[config.mk]
export PLATFORM = sky130hd
export DESIGN_NAME = shift_rotate_seq
export DESIGN_NICKNAME = d
export VERILOG_FILES = /design/src/rtl/shift_rotate_seq.sv
export SDC_FILE = /design/constraint.sdc
export NUM_CORES = 1
export LEC_CHECK = 0
export CORE_MARGIN = 5
export CORE_UTILIZATION = 40
export DETAILED_ROUTE_END_ITERATION = 8
export PLACE_DENSITY = 0.66
export SKIP_CTS_REPAIR_TIMING = 1
export SLEW_MARGIN = 5
export SYNTH_ARGS = -nofsm -noshare
export SYNTH_HDL_FRONTEND = slang
export SYNTH_SLANG_ARGS = --single-unit
[constraint.sdc]
create_clock -name clock -period 3.6 [get_ports clock]
set_clock_uncertainty 0.15 [all_clocks]
set_input_delay 0.72 -clock clock [delete_from_list [all_inputs] [get_ports clock]]
set_output_delay 0.72 -clock clock [all_outputs]
set_load 0.05 [all_outputs]
[src/rtl/shift_rotate_seq.sv]
// ============================================================================
// shift_rotate_seq
// ----------------------------------------------------------------------------
// Purpose:
//   This sequencer sits directly in front of the ALU's combinational 32-bit
//   rotate-right datapath. It accepts one shift or rotate request at a time
//   and stages the operand and the amount. It then drives the rotator's data
//   and amount inputs. The rotator output is turned into a ROR, ROL, SHR, SHL
//   or SHRA result, and the result is held under a valid/ack handshake until
//   the Z-register write takes it.
//
// Operation flow (one request):
//   edge k   : start accepted in IDLE; opcode, operand and count staged
//   edge k+1 : rot_in and rot_amt registered, so the rotator is driven (EXEC)
//   edge k+2 : result registered from rot_out; result_valid rises (HOLD)
//   edge m   : result_ack seen in HOLD; valid clears; back to IDLE
//
// Ports:
//   clock         in   1       rising-edge clock
//   clear         in   1       asynchronous active-low reset
//   start         in   1       request strobe, accepted only while ready=1
//   ready         out  1       high in IDLE
//   opcode        in   3       000 ROR, 001 ROL, 010 SHR, 011 SHL, 100 SHRA
//   operand       in   DATA_W  value to shift or rotate
//   count         in   CNT_W   amount; 32..63 are legal
//   rot_in        out  DATA_W  rotator data input
//   rot_amt       out  5       rotator rotate-right amount
//   rot_out       in   DATA_W  rotator output
//   result        out  DATA_W  registered result
//   result_valid  out  1       result held valid until acknowledged
//   result_ack    in   1       consumer takes the result
//   illegal       out  1       registered with result; set for bad opcodes
//   flag_z/n/c    out  1 each  only when SHIFT_FLAGS_EN is defined
//
// Configuration:
//   SHIFT_FLAGS_EN - defining this macro adds the zero, negative and carry
//   flag outputs. The flags are registered together with result.
// ============================================================================
module shift_rotate_seq #(
    parameter int DATA_W = 32,
    parameter int CNT_W  = 6
) (
    input  logic              clock,
    input  logic              clear,
    input  logic              start,
    output logic              ready,
    input  logic [2:0]        opcode,
    input  logic [DATA_W-1:0] operand,
    input  logic [CNT_W-1:0]  count,
    output logic [DATA_W-1:0] rot_in,
    output logic [4:0]        rot_amt,
    input  logic [DATA_W-1:0] rot_out,
    output logic [DATA_W-1:0] result,
    output logic              result_valid,
    input  logic              result_ack,
`ifdef SHIFT_FLAGS_EN
    output logic              illegal,
    output logic              flag_z,
    output logic              flag_n,
    output logic              flag_c
`else
    output logic              illegal
`endif
);

    localparam logic [2:0] OP_ROR  = 3'b000;
    localparam logic [2:0] OP_ROL  = 3'b001;
    localparam logic [2:0] OP_SHR  = 3'b010;
    localparam logic [2:0] OP_SHL  = 3'b011;
    localparam logic [2:0] OP_SHRA = 3'b100;

    // S_STAGE is the cycle in which the staged request is turned into
    // rotator drive. This keeps rot_in and rot_amt registered outputs.
    typedef enum logic [1:0] {
        S_IDLE  = 2'd0,
        S_STAGE = 2'd1,
        S_EXEC  = 2'd2,
        S_HOLD  = 2'd3
    } state_t;

    state_t            state_reg;
    logic [2:0]        op_reg;
    logic [DATA_W-1:0] opnd_reg;
    logic [CNT_W-1:0]  cnt_reg;

    // Derived view of the staged request
    logic [4:0]        amt_n;      // count mod 32
    logic              amt_big;    // count >= 32
    logic              is_left;    // ROL/SHL use the complementary amount
    logic              sign_bit;
    logic [DATA_W-1:0] shr_mask;   // ones where SHR keeps rotated bits
    logic [DATA_W-1:0] shl_mask;   // ones where SHL keeps rotated bits
    logic [DATA_W-1:0] result_next;
    logic              illegal_next;

    assign amt_n    = cnt_reg[4:0];
    assign amt_big  = |cnt_reg[CNT_W-1:5];
    assign is_left  = (op_reg == OP_ROL) || (op_reg == OP_SHL);
    assign sign_bit = opnd_reg[DATA_W-1];
    assign shr_mask = {DATA_W{1'b1}} >> amt_n;
    assign shl_mask = {DATA_W{1'b1}} << amt_n;

    assign ready = (state_reg == S_IDLE);

    // Post-process the rotator output. For amount 0 the rotator output is
    // undefined, so the staged operand is used directly instead.
    always_comb begin
        result_next  = opnd_reg;
        illegal_next = 1'b0;
        case (op_reg)
            OP_ROR, OP_ROL: begin
                if (amt_n != 5'd0)
                    result_next = rot_out;
            end
            OP_SHR: begin
                if (amt_big)
                    result_next = '0;
                else if (amt_n != 5'd0)
                    result_next = rot_out & shr_mask;
            end
            OP_SHL: begin
                if (amt_big)
                    result_next = '0;
                else if (amt_n != 5'd0)
                    result_next = rot_out & shl_mask;
            end
            OP_SHRA: begin
                if (amt_big)
                    result_next = {DATA_W{sign_bit}};
                else if (amt_n != 5'd0)
                    result_next = (rot_out & shr_mask) |
                                  ({DATA_W{sign_bit}} & ~shr_mask);
            end
            default: begin
                illegal_next = 1'b1;
            end
        endcase
    end

`ifdef SHIFT_FLAGS_EN
    logic [4:0] idx_right;   // n-1: last bit leaving the bottom
    logic [4:0] idx_left;    // 32-n: last bit leaving the top
    logic       carry_next;

    assign idx_right = amt_n - 5'd1;
    assign idx_left  = 5'd0 - amt_n;

    always_comb begin
        carry_next = 1'b0;
        case (op_reg)
            OP_ROR: begin
                if (amt_n != 5'd0)
                    carry_next = opnd_reg[idx_right];
            end
            OP_ROL: begin
                if (amt_n != 5'd0)
                    carry_next = opnd_reg[idx_left];
            end
            OP_SHR: begin
                if (!amt_big && amt_n != 5'd0)
                    carry_next = opnd_reg[idx_right];
            end
            OP_SHL: begin
                if (!amt_big && amt_n != 5'd0)
                    carry_next = opnd_reg[idx_left];
            end
            OP_SHRA: begin
                if (amt_big)
                    carry_next = sign_bit;
                else if (amt_n != 5'd0)
                    carry_next = opnd_reg[idx_right];
            end
            default: carry_next = 1'b0;
        endcase
    end
`endif

    always_ff @(posedge clock or negedge clear) begin
        if (!clear) begin
            state_reg    <= S_IDLE;
            op_reg       <= 3'b000;
            opnd_reg     <= '0;
            cnt_reg      <= '0;
            rot_in       <= '0;
            rot_amt      <= 5'd0;
            result       <= '0;
            result_valid <= 1'b0;
            illegal      <= 1'b0;
`ifdef SHIFT_FLAGS_EN
            flag_z       <= 1'b0;
            flag_n       <= 1'b0;
            flag_c       <= 1'b0;
`endif
        end else begin
            case (state_reg)
                S_IDLE: begin
                    if (start) begin
                        op_reg    <= opcode;
                        opnd_reg  <= operand;
                        cnt_reg   <= count;
                        state_reg <= S_STAGE;
                    end
                end
                S_STAGE: begin
                    rot_in    <= opnd_reg;
                    // Left operations are rotate-right by (32-n) mod 32
                    rot_amt   <= is_left ? (5'd0 - amt_n) : amt_n;
                    state_reg <= S_EXEC;
                end
                S_EXEC: begin
                    result       <= result_next;
                    illegal      <= illegal_next;
                    result_valid <= 1'b1;
`ifdef SHIFT_FLAGS_EN
                    flag_z       <= (result_next == '0);
                    flag_n       <= result_next[DATA_W-1];
                    flag_c       <= carry_next;
`endif
                    state_reg    <= S_HOLD;
                end
                S_HOLD: begin
                    // The result keeps its value after the ack. Only the
                    // valid and illegal indications drop.
                    if (result_ack) begin
                        result_valid <= 1'b0;
                        illegal      <= 1'b0;
                        state_reg    <= S_IDLE;
                    end
                end
                default: state_reg <= S_IDLE;
            endcase
        end
    end

endmodule

# Word-level counts from Yosys, hierarchy flattened

Index checks and enable logic that the tools add are counted.

Register bits: 114
Latch bits: 0
Bits in writable memories: 0
ROM bits: 0
Bits of input ports: 77
Output and inout port bits: 72
Logic and storage cells: 52
Memories kept: 0

Add/sub/neg operators: 1
Multiply operators: 0
Div/mod/pow operators: 0
Order comparisons: 0
Eq/ne operators: 9
Shift-type cells: 2
Mux-type cells: 16
Bitwise logic cells: 5
Reduce and logical (&&, ||, !) cells: 10

Operator list:

| cell                                                | number |
|---|---|
| 2-to-1 mux 32 bit                                   | 7 |
| one-hot mux 32 bit (4 select lines)                 | 1 |
| bitwise AND 32 bit                                  | 3 |
| inverter 32 bit                                     | 1 |
| bitwise OR 32 bit                                   | 1 |
| left shift 32 x 5 -> 32 bit (first input constant)  | 1 |
| right shift 32 x 5 -> 32 bit (first input constant) | 1 |
| one-hot mux 2 bit (4 select lines)                  | 1 |
| == test 3 x 2 -> 1 bit (second input constant)      | 2 |
| AND reduction 2 bit                                 | 3 |
| 2-to-1 mux 5 bit                                    | 1 |
| nonzero test 5 bit                                  | 1 |
| OR reduction 5 bit                                  | 1 |
| subtractor 1 x 5 -> 5 bit (first input constant)    | 1 |
| == test 2 bit (second input constant)               | 2 |
| 2-to-1 mux 2 bit                                    | 2 |
| inequality test 2 bit (second input constant)       | 2 |
| one-hot mux 1 bit (2 select lines)                  | 2 |
| == test 3 x 1 -> 1 bit (second input constant)      | 1 |
| == test 3 bit (second input constant)               | 1 |
| zero test 3 bit                                     | 1 |
| == test 2 x 1 -> 1 bit (second input constant)      | 1 |
| zero test 2 bit                                     | 1 |
| 2-to-1 mux 1 bit                                    | 2 |
| other kinds (3)                                     | 3 |

# Logic depth before layout (Yosys ltp)

Word-level depth: 7
Gate-level depth with buffers: 12
Gate-level depth less buffers: 10

# Worst setup path after synthesis

Ideal clock, no wire load.

Path type: flip-flop to flip-flop
From: register cnt_reg[1]
To: register result[25]
Library setup time: 0.137 ns
Arrival: 2.327 ns
Data required time: 3.313 ns
Slack: 0.986 ns
Stages on the path, launching flop included: 13
Path buffers: 2
Clock period less this slack: 2.614 ns
Path through: dfrtp_1 clkbuf_1 inv_1 ha_1 nand2_1 inv_1 ha_1 inv_2 and3_1 clkbuf_1 nand2_1 a2111oi_0 nor3_1

Word-level cells in the longest chain between the ends: 7
Elaborated cells between the ends (all ways): 16
Classes of those cells: 2 x shift; 8 x mux; 5 x bitwise; 1 x reduce/logical

Ends and longest elaborated chain:

| item                                    | line | RTL |
|---|---|---|
| start: declaration                      | 84   | `logic [CNT_W-1:0] cnt_reg;` |
| start signal: assignment                | 200  | `cnt_reg <= count;` |
| right shift 32 x 5 -> 32 bit            | 100  | `assign shr_mask = {DATA_W{1'b1}} >> amt_n;` |
| inverter 32 bit                         | 132  | `({DATA_W{sign_bit}} & ~shr_mask);` |
| bitwise AND 32 bit                      | 132  |  |
| bitwise OR 32 bit                       | 131  | `result_next = (rot_out & shr_mask) \|` |
| 2-to-1 mux 32 bit                       | 130  | `else if (amt_n != 5'd0)` |
| 2-to-1 mux 32 bit                       | 128  | `if (amt_big)` |
| one-hot mux 32 bit (4 select lines) (*) | 110  | `case (op_reg)` |
| end signal: assignment                  | 211  | `result <= result_next;` |
| end: declaration                        | 53   | `output logic [DATA_W-1:0] result,` |

Every way passes the cells marked *; elsewhere a longest branch is shown, timed or not.
A chain may end at the register's enable or synchronous reset.

# Final worst setup path

Same ends and word-level chain as after synthesis.

==> flow_metrics.tcl <==
set metrics [dict create \
    clkPwrFrac_pct 16.4 \
    final_hold_viol_count 0 \
    yosys.area.top_type "dfrtp_1" \
    syn_to_final_growth_pct 35.0 \
    cap_viol_max_count 0 \
    finalNetCount 845 \
    synthFlopType "dfrtp_1" \
    drcViolationCount 0 \
    numCtsBuffers 17 \
    power_frac_comb_pct 58.4 \
    postSynthAreaPerCell_um2 10.2 \
    p_sw_share_pct 48.3 \
    cts_tree "done" \
    clock_latency_ns 0.41 \
    clock-root-buffer "clkbuf_16" \
    htreeDepth 4 \
    p_sw_mw 4.96 \
    grt_pass1_wl_mm 34.6 \
    cp.arrival_ns 3.18 \
    drive_gt1_share_pct 19.5 \
    start_util_pct 40.4 \
    row_count 46 \
    worst_pin_slew_ns 1.01 \
    wl_per_cell_um 22.6 \
    drt_iter0_markers 489 \
    netlist_area_um2 6380 \
    p_seq_share_pct 25.2 \
    n_antenna_cell 0 \
    cts.path.max_buffers 2 \
    drt_first_pass_iters 5 \
    ys_seq_area_share_pct 44.7 \
    cpMaxStageDelayCell "dfrtp_1" \
    clkTransAtPathRegs_ns 0.05 \
    dieArea_um2 18600 \
    yosysMostFrequentCell "dfrtp_1" \
    period_share_pct 84.8 \
    dp_hpwl_mm 16.0 \
    startpoint_type "flop" \
    crit_path_end_kind "flop" \
    ys_ff_latch 114 \
    grt_antenna_before_repair 0 \
    synth_top_area_share_pct 44.7 \
    critPathKind "reg -> reg" \
    gp_congestion 0.923 \
    grt_usage_pct 24.5 \
    ys_types 74 \
    ys.warnings.count 0 \
    peakVddDrop_v 0.000701 \
    setup_viol 0 \
    crit_chain "inv_1 -> ha_1 -> nand2_1 -> inv_1 -> ha_1 -> inv_2 -> and3_1 -> nand2_1 -> a2111oi_0 -> nor3_1" \
    fin_setup_tns_ns 0 \
    synthTopCellsByArea "dfrtp_1, mux2_2, a21oi_1" \
    fmax_mhz 328 \
    rsz0062_at_grt "no" \
    finalInstanceArea_um2 8610 \
    boundaryPins 149 \
    grt_max_degree 115 \
    fin_cells 985 \
    die_y_um 136 \
    netlist_instances 627 \
    slew_headroom_pct 32.3 \
    synth_edf_count 0 \
    hold_path.class "in -> async" \
    drv_slew 0 \
    die_width_um 136 \
    powerDensity_nw_per_um2 1190 \
    finalCriticalPeriod_ns 3.05 \
    synthArstFlopShare_pct 100 \
    cp.required_ns 3.73 \
    p_int_mw 5.32 \
    cts.sinks 114 \
    core_um2 15800 \
    vias 5732 \
    crit_fanout 12 \
    syn_nets 714 \
    place_inst 955 \
    drt_wl_total_mm 22.3 \
    slowest_delay_ns 0.58 \
    routed_via_density 5.82 \
    dpl-instance-area_um2 8030 \
    overflow 0 \
    status "complete, no violations" \
    power.leakage_nw 3.41 \
    ant_nets 0 \
    synthTopCellsByCount "dfrtp_1, mux2_2, nor2_1, a21oi_1, o21ai_0" \
    portBuffers 148 \
    grt_pass1_vias 5976 \
]
[critical path: cells and delay by family, from the launching register on]
kind,cells,cell delay [ns]
AND/OR/NAND/NOR,4,0.77
buffers and inverters,3,0.42
AO/OA/AOI/OAI,1,0.53
adder cells (fa/ha/maj),2,0.47
flip-flops,1,0.58
[final timing paths]
| kind | depth (start not counted) | end | start | slack [ns] |
|---|---|---|---|---|
| max | 10 | result[25] | cnt_reg[1] | 0.55 |
| min | 2 | rot_in[10] | clear | 0.25 |
| max reg2reg | 10 | result[25] | cnt_reg[1] | 0.55 |
| min reg2reg | 1 | rot_in[18] | rot_in[18] | 0.35 |
| max in group asynchronous | 2 | rot_amt[4] | clear | 2.60 |
| min in group clock | 1 | rot_in[18] | rot_in[18] | 0.35 |
[layout make-up]
class | count | area (um^2)
Sequential cell | 114 | 2850
Timing Repair Buffer | 162 | 1620
Multi-Input combinational cell | 447 | 3220
Inverter | 16 | 60.1
Fill cell | 1420 | 7160
Clock inverter | 10 | 136
Clock buffer | 20 | 447
Tap cell | 216 | 270
[power by group through the flow]
stage | combinational (mW) | sequential [mW] | clock (mW)
floorplan | 2.96 | 3.63 | 0
global placement | 5.92 | 2.57 | 0
detailed placement | 5.96 | 2.61 | 0
CTS | 6.00 | 2.59 | 1.71
global route | 6.36 | 2.69 | 1.78
finish | 6.00 | 2.59 | 1.68
[metrics by stage]
step	power, mW	worst slack, ns	hold slack, ns	util, %
2_1_floorplan	6.59	0.986	0.274	-
3_3_place_gp	8.49	0.815	0.341	50.9
3_5_place_dp	8.57	0.597	0.346	50.9
6_report	10.3	0.547	0.248	54.6
5_1_grt	10.8	0.380	0.308	54.6
4_1_cts	10.3	0.601	0.272	54.6
[routing by layer]
| layer | wire length (um) | track usage [%] | vias to the layer above |
|---|---|---|---|
| met2 | 10400 | 38.8 | 299 |
| met5 | 0 | 0 | - |
| met4 | 452 | 7.22 | 0 |
| met1 | 9340 | 32.1 | 2808 |
| met3 | 2070 | 7.96 | 42 |
| li1 | - | - | 2583 |
[cells in the final DEF, fill, tap and decap left out, drive strengths merged, types with 4 or more instances in the layout]
master | synthesis | layout
a2111oi | 10 | 10
o21a | 9 | 9
ha | 10 | 10
clkbuf | 19 | 20
a211oi | 9 | 9
mux2 | 75 | 75
nand2b | 9 | 9
or2 | 9 | 9
nand2 | 31 | 31
buf | 31 | 15
o21ai | 39 | 39
inv | 16 | 16
clkinv | 0 | 4
o211ai | 10 | 10
o22ai | 11 | 11
a31oi | 8 | 8
clkdlybuf4s50 | 0 | 147
a21oi | 47 | 47
nor2b | 6 | 6
and3 | 4 | 4
nor3 | 28 | 28
nor2 | 55 | 55
and2 | 4 | 4
a221oi | 5 | 5
dfrtp | 114 | 114
a2bb2oi | 5 | 5
o2bb2ai | 6 | 6
o221ai | 5 | 5
or3 | 6 | 6
[logic make-up (layout without fill, tap and decap cells)]
kind of cell	after synthesis	count (layout)	share of synthesized area, %
flip-flops	114	114	44.7
AND/OR/NAND/NOR	170	170	13.8
buffers and inverters	66	208	4.83
AO/OA/AOI/OAI	189	189	20.9
adder cells (fa/ha/maj)	10	10	1.96
XOR/XNOR	1	1	0.137
multiplexers	77	77	13.6
Note: power is estimated with default switching activity, not from simulation.
